==> config.mk <==
export PLATFORM = sky130hd
export DESIGN_NAME = muldiv_hilo_ctrl
export DESIGN_NICKNAME = d
export VERILOG_FILES = /design/src/rtl/muldiv_hilo_ctrl.sv
export SDC_FILE = /design/constraint.sdc
export NUM_CORES = 1
export LEC_CHECK = 0
export ABC_CLOCK_PERIOD_IN_PS = 10200
export BUFFER_PORTS_ARGS = -buffer_cell sky130_fd_sc_hd__buf_2
export CAP_MARGIN = 20
export CORE_ASPECT_RATIO = 0.7
export CORE_MARGIN = 1
export CORE_UTILIZATION = 35
export DETAILED_ROUTE_END_ITERATION = 16
export HOLD_SLACK_MARGIN = 0.08
export PLACE_DENSITY = 0.52
export SETUP_SLACK_MARGIN = 0.02
export SLEW_MARGIN = 40
export SYNTH_ARGS = -nofsm -noshare
export SYNTH_HDL_FRONTEND = slang
export SYNTH_SLANG_ARGS = --single-unit
==> constraint.sdc <==
create_clock -name clk -period 10.2 [get_ports clk]
set_input_delay 0.51 -clock clk [delete_from_list [all_inputs] [get_ports clk]]
set_output_delay 0.51 -clock clk [all_outputs]
set_load 0.03 [all_outputs]
==> src/rtl/muldiv_hilo_ctrl.sv <==
// HI/LO sequencer for the EX stage: iterative shift-add multiply and restoring divide,
// plus direct MTHI/MTLO writes, with busy held for the full operation.
module muldiv_hilo_ctrl #(
   parameter int WIDTH = 32,
   parameter int CNT_W = 6
) (
   input  logic             clk,
   input  logic             reset,
   input  logic             start,
   input  logic [2:0]       op,
   input  logic [WIDTH-1:0] src_a,
   input  logic [WIDTH-1:0] src_b,
   input  logic             flush,
   output logic             busy,
   output logic             done,
   output logic             div_by_zero,
   output logic [WIDTH-1:0] hi_out,
   output logic [WIDTH-1:0] lo_out
);

   localparam logic [2:0] OP_MTHI = 3'b100;
   localparam logic [2:0] OP_MTLO = 3'b101;

   typedef enum logic [1:0] {
      S_IDLE  = 2'd0,
      S_CALC  = 2'd1,
      S_FIX   = 2'd2,
      S_WRITE = 2'd3
   } state_t;

   state_t             state_q, state_d;
   logic [CNT_W-1:0]   cnt_q;
   logic [WIDTH-1:0]   acc_hi_q, acc_lo_q;
   logic [WIDTH-1:0]   opnd_q;
   logic [WIDTH-1:0]   a_raw_q;
   logic               is_div_q, neg_res_q, neg_rem_q, b_zero_q;
   logic               busy_q, done_q, dbz_q;
   logic [WIDTH-1:0]   hi_q, lo_q;

   logic               accept_s;
   logic [WIDTH-1:0]   a_mag_s, b_mag_s;
   logic [WIDTH:0]     mul_sum_s;
   logic [WIDTH:0]     div_shift_s, div_diff_s;
   logic               div_ge_s;
   logic [2*WIDTH-1:0] prod_neg_s;

   function automatic logic [WIDTH-1:0] magnitude(input logic [WIDTH-1:0] v, input logic is_signed);
      if (is_signed && v[WIDTH-1]) begin
         return -v;
      end else begin
         return v;
      end
   endfunction

   // Operand conditioning and one-iteration datapath
   always_comb begin
      accept_s    = (state_q == S_IDLE) && !flush && start && !op[2];
      a_mag_s     = magnitude(src_a, op[0]);
      b_mag_s     = magnitude(src_b, op[0]);
      mul_sum_s   = {1'b0, acc_hi_q} + (acc_lo_q[0] ? {1'b0, opnd_q} : {(WIDTH+1){1'b0}});
      div_shift_s = {acc_hi_q, acc_lo_q[WIDTH-1]};
      div_diff_s  = div_shift_s - {1'b0, opnd_q};
      div_ge_s    = (div_shift_s >= {1'b0, opnd_q});
      prod_neg_s  = -{acc_hi_q, acc_lo_q};
   end

   // Next-state logic
   always_comb begin
      state_d = state_q;
      case (state_q)
         S_IDLE:  if (accept_s) state_d = S_CALC; else state_d = S_IDLE;
         S_CALC: begin
            if (flush)                           state_d = S_IDLE;
            else if (cnt_q == CNT_W'(1))         state_d = S_FIX;
            else                                 state_d = S_CALC;
         end
         S_FIX:   if (flush) state_d = S_IDLE; else state_d = S_WRITE;
         S_WRITE: state_d = S_IDLE;
         default: state_d = S_IDLE;
      endcase
   end

   // State register and registered status outputs
   always_ff @(posedge clk or negedge reset) begin
      if (!reset) begin
         state_q <= S_IDLE;
         busy_q  <= 1'b0;
         done_q  <= 1'b0;
         dbz_q   <= 1'b0;
      end else begin
         state_q <= state_d;
         busy_q  <= (state_d != S_IDLE);
         done_q  <= (state_d == S_WRITE);
         dbz_q   <= (state_d == S_WRITE) && is_div_q && b_zero_q;
      end
   end

   // Iteration datapath and architectural HI/LO
   always_ff @(posedge clk or negedge reset) begin
      if (!reset) begin
         cnt_q     <= {CNT_W{1'b0}};
         acc_hi_q  <= {WIDTH{1'b0}};
         acc_lo_q  <= {WIDTH{1'b0}};
         opnd_q    <= {WIDTH{1'b0}};
         a_raw_q   <= {WIDTH{1'b0}};
         is_div_q  <= 1'b0;
         neg_res_q <= 1'b0;
         neg_rem_q <= 1'b0;
         b_zero_q  <= 1'b0;
         hi_q      <= {WIDTH{1'b0}};
         lo_q      <= {WIDTH{1'b0}};
      end else begin
         case (state_q)
            S_IDLE: begin
               if (accept_s) begin
                  cnt_q     <= CNT_W'(WIDTH);
                  is_div_q  <= op[1];
                  neg_res_q <= op[0] && (src_a[WIDTH-1] ^ src_b[WIDTH-1]);
                  neg_rem_q <= op[0] && src_a[WIDTH-1];
                  b_zero_q  <= (src_b == {WIDTH{1'b0}});
                  a_raw_q   <= src_a;
                  acc_hi_q  <= {WIDTH{1'b0}};
                  // Multiply shifts the multiplier out of LO; divide shifts the dividend out of LO
                  acc_lo_q  <= op[1] ? a_mag_s : b_mag_s;
                  opnd_q    <= op[1] ? b_mag_s : a_mag_s;
               end else if (!flush && start && (op == OP_MTHI)) begin
                  hi_q <= src_a;
               end else if (!flush && start && (op == OP_MTLO)) begin
                  lo_q <= src_a;
               end
            end
            S_CALC: begin
               cnt_q <= cnt_q - CNT_W'(1);
               if (is_div_q) begin
                  acc_hi_q <= div_ge_s ? div_diff_s[WIDTH-1:0] : div_shift_s[WIDTH-1:0];
                  acc_lo_q <= {acc_lo_q[WIDTH-2:0], div_ge_s};
               end else begin
                  {acc_hi_q, acc_lo_q} <= {mul_sum_s, acc_lo_q[WIDTH-1:1]};
               end
            end
            S_FIX: begin
               if (is_div_q) begin
                  if (b_zero_q) begin
                     acc_lo_q <= {WIDTH{1'b1}};
                     acc_hi_q <= a_raw_q;
                  end else begin
                     if (neg_res_q) acc_lo_q <= -acc_lo_q;
                     if (neg_rem_q) acc_hi_q <= -acc_hi_q;
                  end
               end else if (neg_res_q) begin
                  {acc_hi_q, acc_lo_q} <= prod_neg_s;
               end
            end
            S_WRITE: begin
               hi_q <= acc_hi_q;
               lo_q <= acc_lo_q;
            end
            default: begin
               cnt_q <= {CNT_W{1'b0}};
            end
         endcase
      end
   end

   assign busy        = busy_q;
   assign done        = done_q;
   assign div_by_zero = dbz_q;
   assign hi_out      = hi_q;
   assign lo_out      = lo_q;

endmodule

==> impl_metrics.env <==
export IMPL_fillers=5150
export IMPL_crit_top_cell="nor2_1"
export IMPL_antenna_found_initial=1
export IMPL_synth_ff_type="dfrtp_1"
export IMPL_ys_seq_area_share_pct=29.6
export IMPL_hold_viol=0
export IMPL_reg2reg_slack_ns=5.64
export IMPL_clock_skew_ns=0.0101
export IMPL_synth_area_per_cell_um2=7.52
export IMPL_post_route_period_util_pct=44.7
export IMPL_row_count=68
export IMPL_drc=0
export IMPL_post_cts_buffers=0
export IMPL_p_leak_uw=0.00850
export IMPL_grt_pass1_vias=16600
export IMPL_cts_root_buf="clkbuf_16"
export IMPL_crit_fanout=58
export IMPL_ys_ff_latch=207
export IMPL_cts_buffers=23
export IMPL_syn_num_nets=2475
export IMPL_clockBufferDepth=3
export IMPL_drive_gt1_share_pct=10.8
export IMPL_pin_count=138
export IMPL_layout_nets=2485
export IMPL_cap_violations=0
export IMPL_fin_tns_setup_ns=0
export IMPL_drt_total_wl_um=69700
export IMPL_grtUsageTotal_pct=26.7
export IMPL_start_kind="register"
export IMPL_io_buffers=137
export IMPL_cp_required_ns=10.67
export IMPL_relSlewSlack_pct=39.1
export IMPL_first_pass_iters=8
export IMPL_critPathCaptureType="register"
export IMPL_async_flop_share_pct=100
export IMPL_via_per_inst=5.96
export IMPL_grt_start_max_net_pins=103
export IMPL_syn_inst=2328
export IMPL_clk_pin_slew_ns=0.07
export IMPL_cts_tree="done"
export IMPL_cts_sinks=207
export IMPL_wl_per_cell_um=23.1
export IMPL_path_cells="buf_4 -> nor2_1 -> o21ai_0 -> and2_1 -> nand3_1 -> nor2_1 -> o2111ai_1 -> or3b_1"
export IMPL_coreArea_um2=49300
export IMPL_start_util_pct=35.5
export IMPL_worst_pin_slew_ns=0.913
export IMPL_place_congestion=0.940
export IMPL_die_height_um=189
export IMPL_hold_class="input port to register"
export IMPL_utilization_pct=39.2
export IMPL_die_area_um2=50900
export IMPL_powerDensity_nw_per_um2=168
export IMPL_yosys_warnings=0
export IMPL_crit_path_top_delay_cell="dfrtp_4"
export IMPL_rsz0062_at_grt="no"
export IMPL_final_common_cell="nand2_1"
export IMPL_grt_overflow_total=0
export IMPL_h_tree_depth=1
export IMPL_num_vias=18000
export IMPL_most_common_layout_cells="301 x nand2_1, 278 x a21oi_1, 244 x nor2_1"
export IMPL_max_stage_delay_ns=0.91
export IMPL_setup_viol_count_final=0
export IMPL_criticalPathCategory="register to register"
export IMPL_status="finished, final reports clean"
export IMPL_max_freq_ghz=0.219
export IMPL_drt_initial_drc_count=2023
export IMPL_yosysUniqueCellTypes=86
export IMPL_vdd_drop_max_mv=0.111
export IMPL_cp_arrival_ns=5.03
export IMPL_die_w_um=269
export IMPL_area_growth_syn_to_layout_pct=10.6
export IMPL_place_hpwl_um=52700
export IMPL_grt_pass1_wl_um=106000
export IMPL_synth_enable_flop_cells=0
export IMPL_fin_crit_ns=4.56
export IMPL_synth_area_um2=17500
export IMPL_ant_nets=0
export IMPL_clk_latency_ns=0.53
export IMPL_report_final_slew_viol_count=0
Yosys cell counts (6+ instances only):
library cell | number | area, um^2
a221oi_1 | 12 | 105
a211oi_1 | 20 | 150
buf_2 | 7 | 35.0
or2_2 | 9 | 56.3
a21oi_1 | 279 | 1400
a211o_1 | 6 | 52.6
ha_1 | 74 | 926
nor3_1 | 51 | 255
and2_1 | 11 | 68.8
a22o_1 | 7 | 61.3
mux2_2 | 16 | 180
nor4_1 | 24 | 150
a221o_1 | 7 | 70.1
o211ai_1 | 31 | 233
nand2_1 | 303 | 1140
a21o_1 | 35 | 263
nand3_1 | 30 | 150
o31ai_1 | 23 | 173
o21a_1 | 13 | 97.6
a21boi_0 | 7 | 52.6
and3_1 | 16 | 100
nand2b_1 | 13 | 81.3
or3_1 | 10 | 62.6
inv_1 | 70 | 263
a22oi_1 | 7 | 52.6
o2111ai_1 | 6 | 52.6
clkbuf_1 | 154 | 578
nand4_1 | 17 | 106
or4_1 | 9 | 67.6
dfrtp_1 | 207 | 5180
mux2i_1 | 40 | 400
o21ai_0 | 227 | 1140
xnor2_1 | 97 | 850
nor2_1 | 246 | 923
buf_1 | 10 | 37.5
nor2b_1 | 30 | 188
a31oi_1 | 22 | 138
o41ai_1 | 10 | 87.6
xor2_1 | 58 | 508
o221ai_1 | 13 | 114
a41oi_1 | 6 | 52.6
through the flow:
stage / total power (uW) / setup slack [ns] / instances / hold WS [ns] / cell area, um^2
2_1_floorplan: 1990 / 6.54 / 2328 / 0.214 / 17500
3_3_place_gp: 2380 / 5.50 / 2975 / 0.454 / 18500
3_5_place_dp: 2390 / 5.80 / 2977 / 0.287 / 18600
4_1_cts: 3250 / 5.77 / 3016 / 0.166 / 19300
5_1_grt: 3440 / 5.45 / 3017 / 0.178 / 19400
6_report: 3250 / 5.64 / 3019 / 0.186 / 19400
layout make-up:
class	instances	area [um^2]	share of cell area (%)
well taps	665	832	4.30
flip-flops and latches	207	5180	26.8
repair buffers	160	917	4.74
diodes	3	7.51	0.0388
clock inverters	8	98.8	0.511
clock buffers	30	622	3.21
multi-input cells	1873	11400	59.0
inverters	73	274	1.42
path summary, 6_finish.rpt:
| check | from | endpoint | cells past startpoint |
|---|---|---|---|
| setup reg to reg | is_div_q$_DFFE_PN0P_ | acc_hi_q[29]$_DFFE_PN0P_ | 8 |
| hold / removal | flush | done$_DFF_PN0_ | 2 |
| setup / recovery | is_div_q$_DFFE_PN0P_ | acc_hi_q[29]$_DFFE_PN0P_ | 8 |
| min in group asynchronous | reset | opnd_q[24]$_DFFE_PN0P_ | 2 |
| max in group asynchronous | reset | cnt_q[2]$_DFFE_PN0P_ | 4 |
| hold reg to reg | a_raw_q[1]$_DFFE_PN0P_ | a_raw_q[1]$_DFFE_PN0P_ | 2 |
flip-flops by register name, summed over array words and instances, names as in the netlist, 2 cells and up:
register,count
lo_out,32
cnt_q,6
a_raw_q,32
hi_out,32
opnd_q,32
acc_hi_q,32
acc_lo_q,32
state_q,2
per-layer routing:
metal / wire length, um / part of all wire (%) / GRT usage [%] / vias to the layer above
li1: - / - / - / 8334
met1: 34000 / 49 / 41.9 / 8731
met2: 28500 / 41 / 37.9 / 854
met3: 5630 / 8.1 / 3.49 / 89
met4: 1660 / 2.4 / 6.69 / 0
met5: 0 / 0 / 0 / -
what timing repair did:
item / in CTS / in global routing
hold endpoints to repair: 62 / 0
hold buffers: 1 / 0
gates resized for setup: 0 / 0
power by group:
part | total [uW] | internal, uW | switching (uW)
clock network | 848 | 480 | 368
logic | 1240 | 436 | 803
registers | 1170 | 975 | 191
total | 3250 | 1890 | 1360
kinds of logic after synthesis:
logic type,synth area share (%)
DFF,29.6
AOI/OAI and AO/OA,27.0
adders and majority gates,5.52
buffers and inverters,5.51
muxes,3.32
and+or+nand+nor,21.2
xor gates and xnor gates,7.85
critical path, delay by kind of cell (launching register included):
kind	cells	cell delay [ns]
and+or+nand+nor	5	2.39
DFF	1	0.91
buffers and inverters	1	0.67
AOI/OAI and AO/OA	2	0.44
Note: power is estimated with default switching activity, not from simulation.
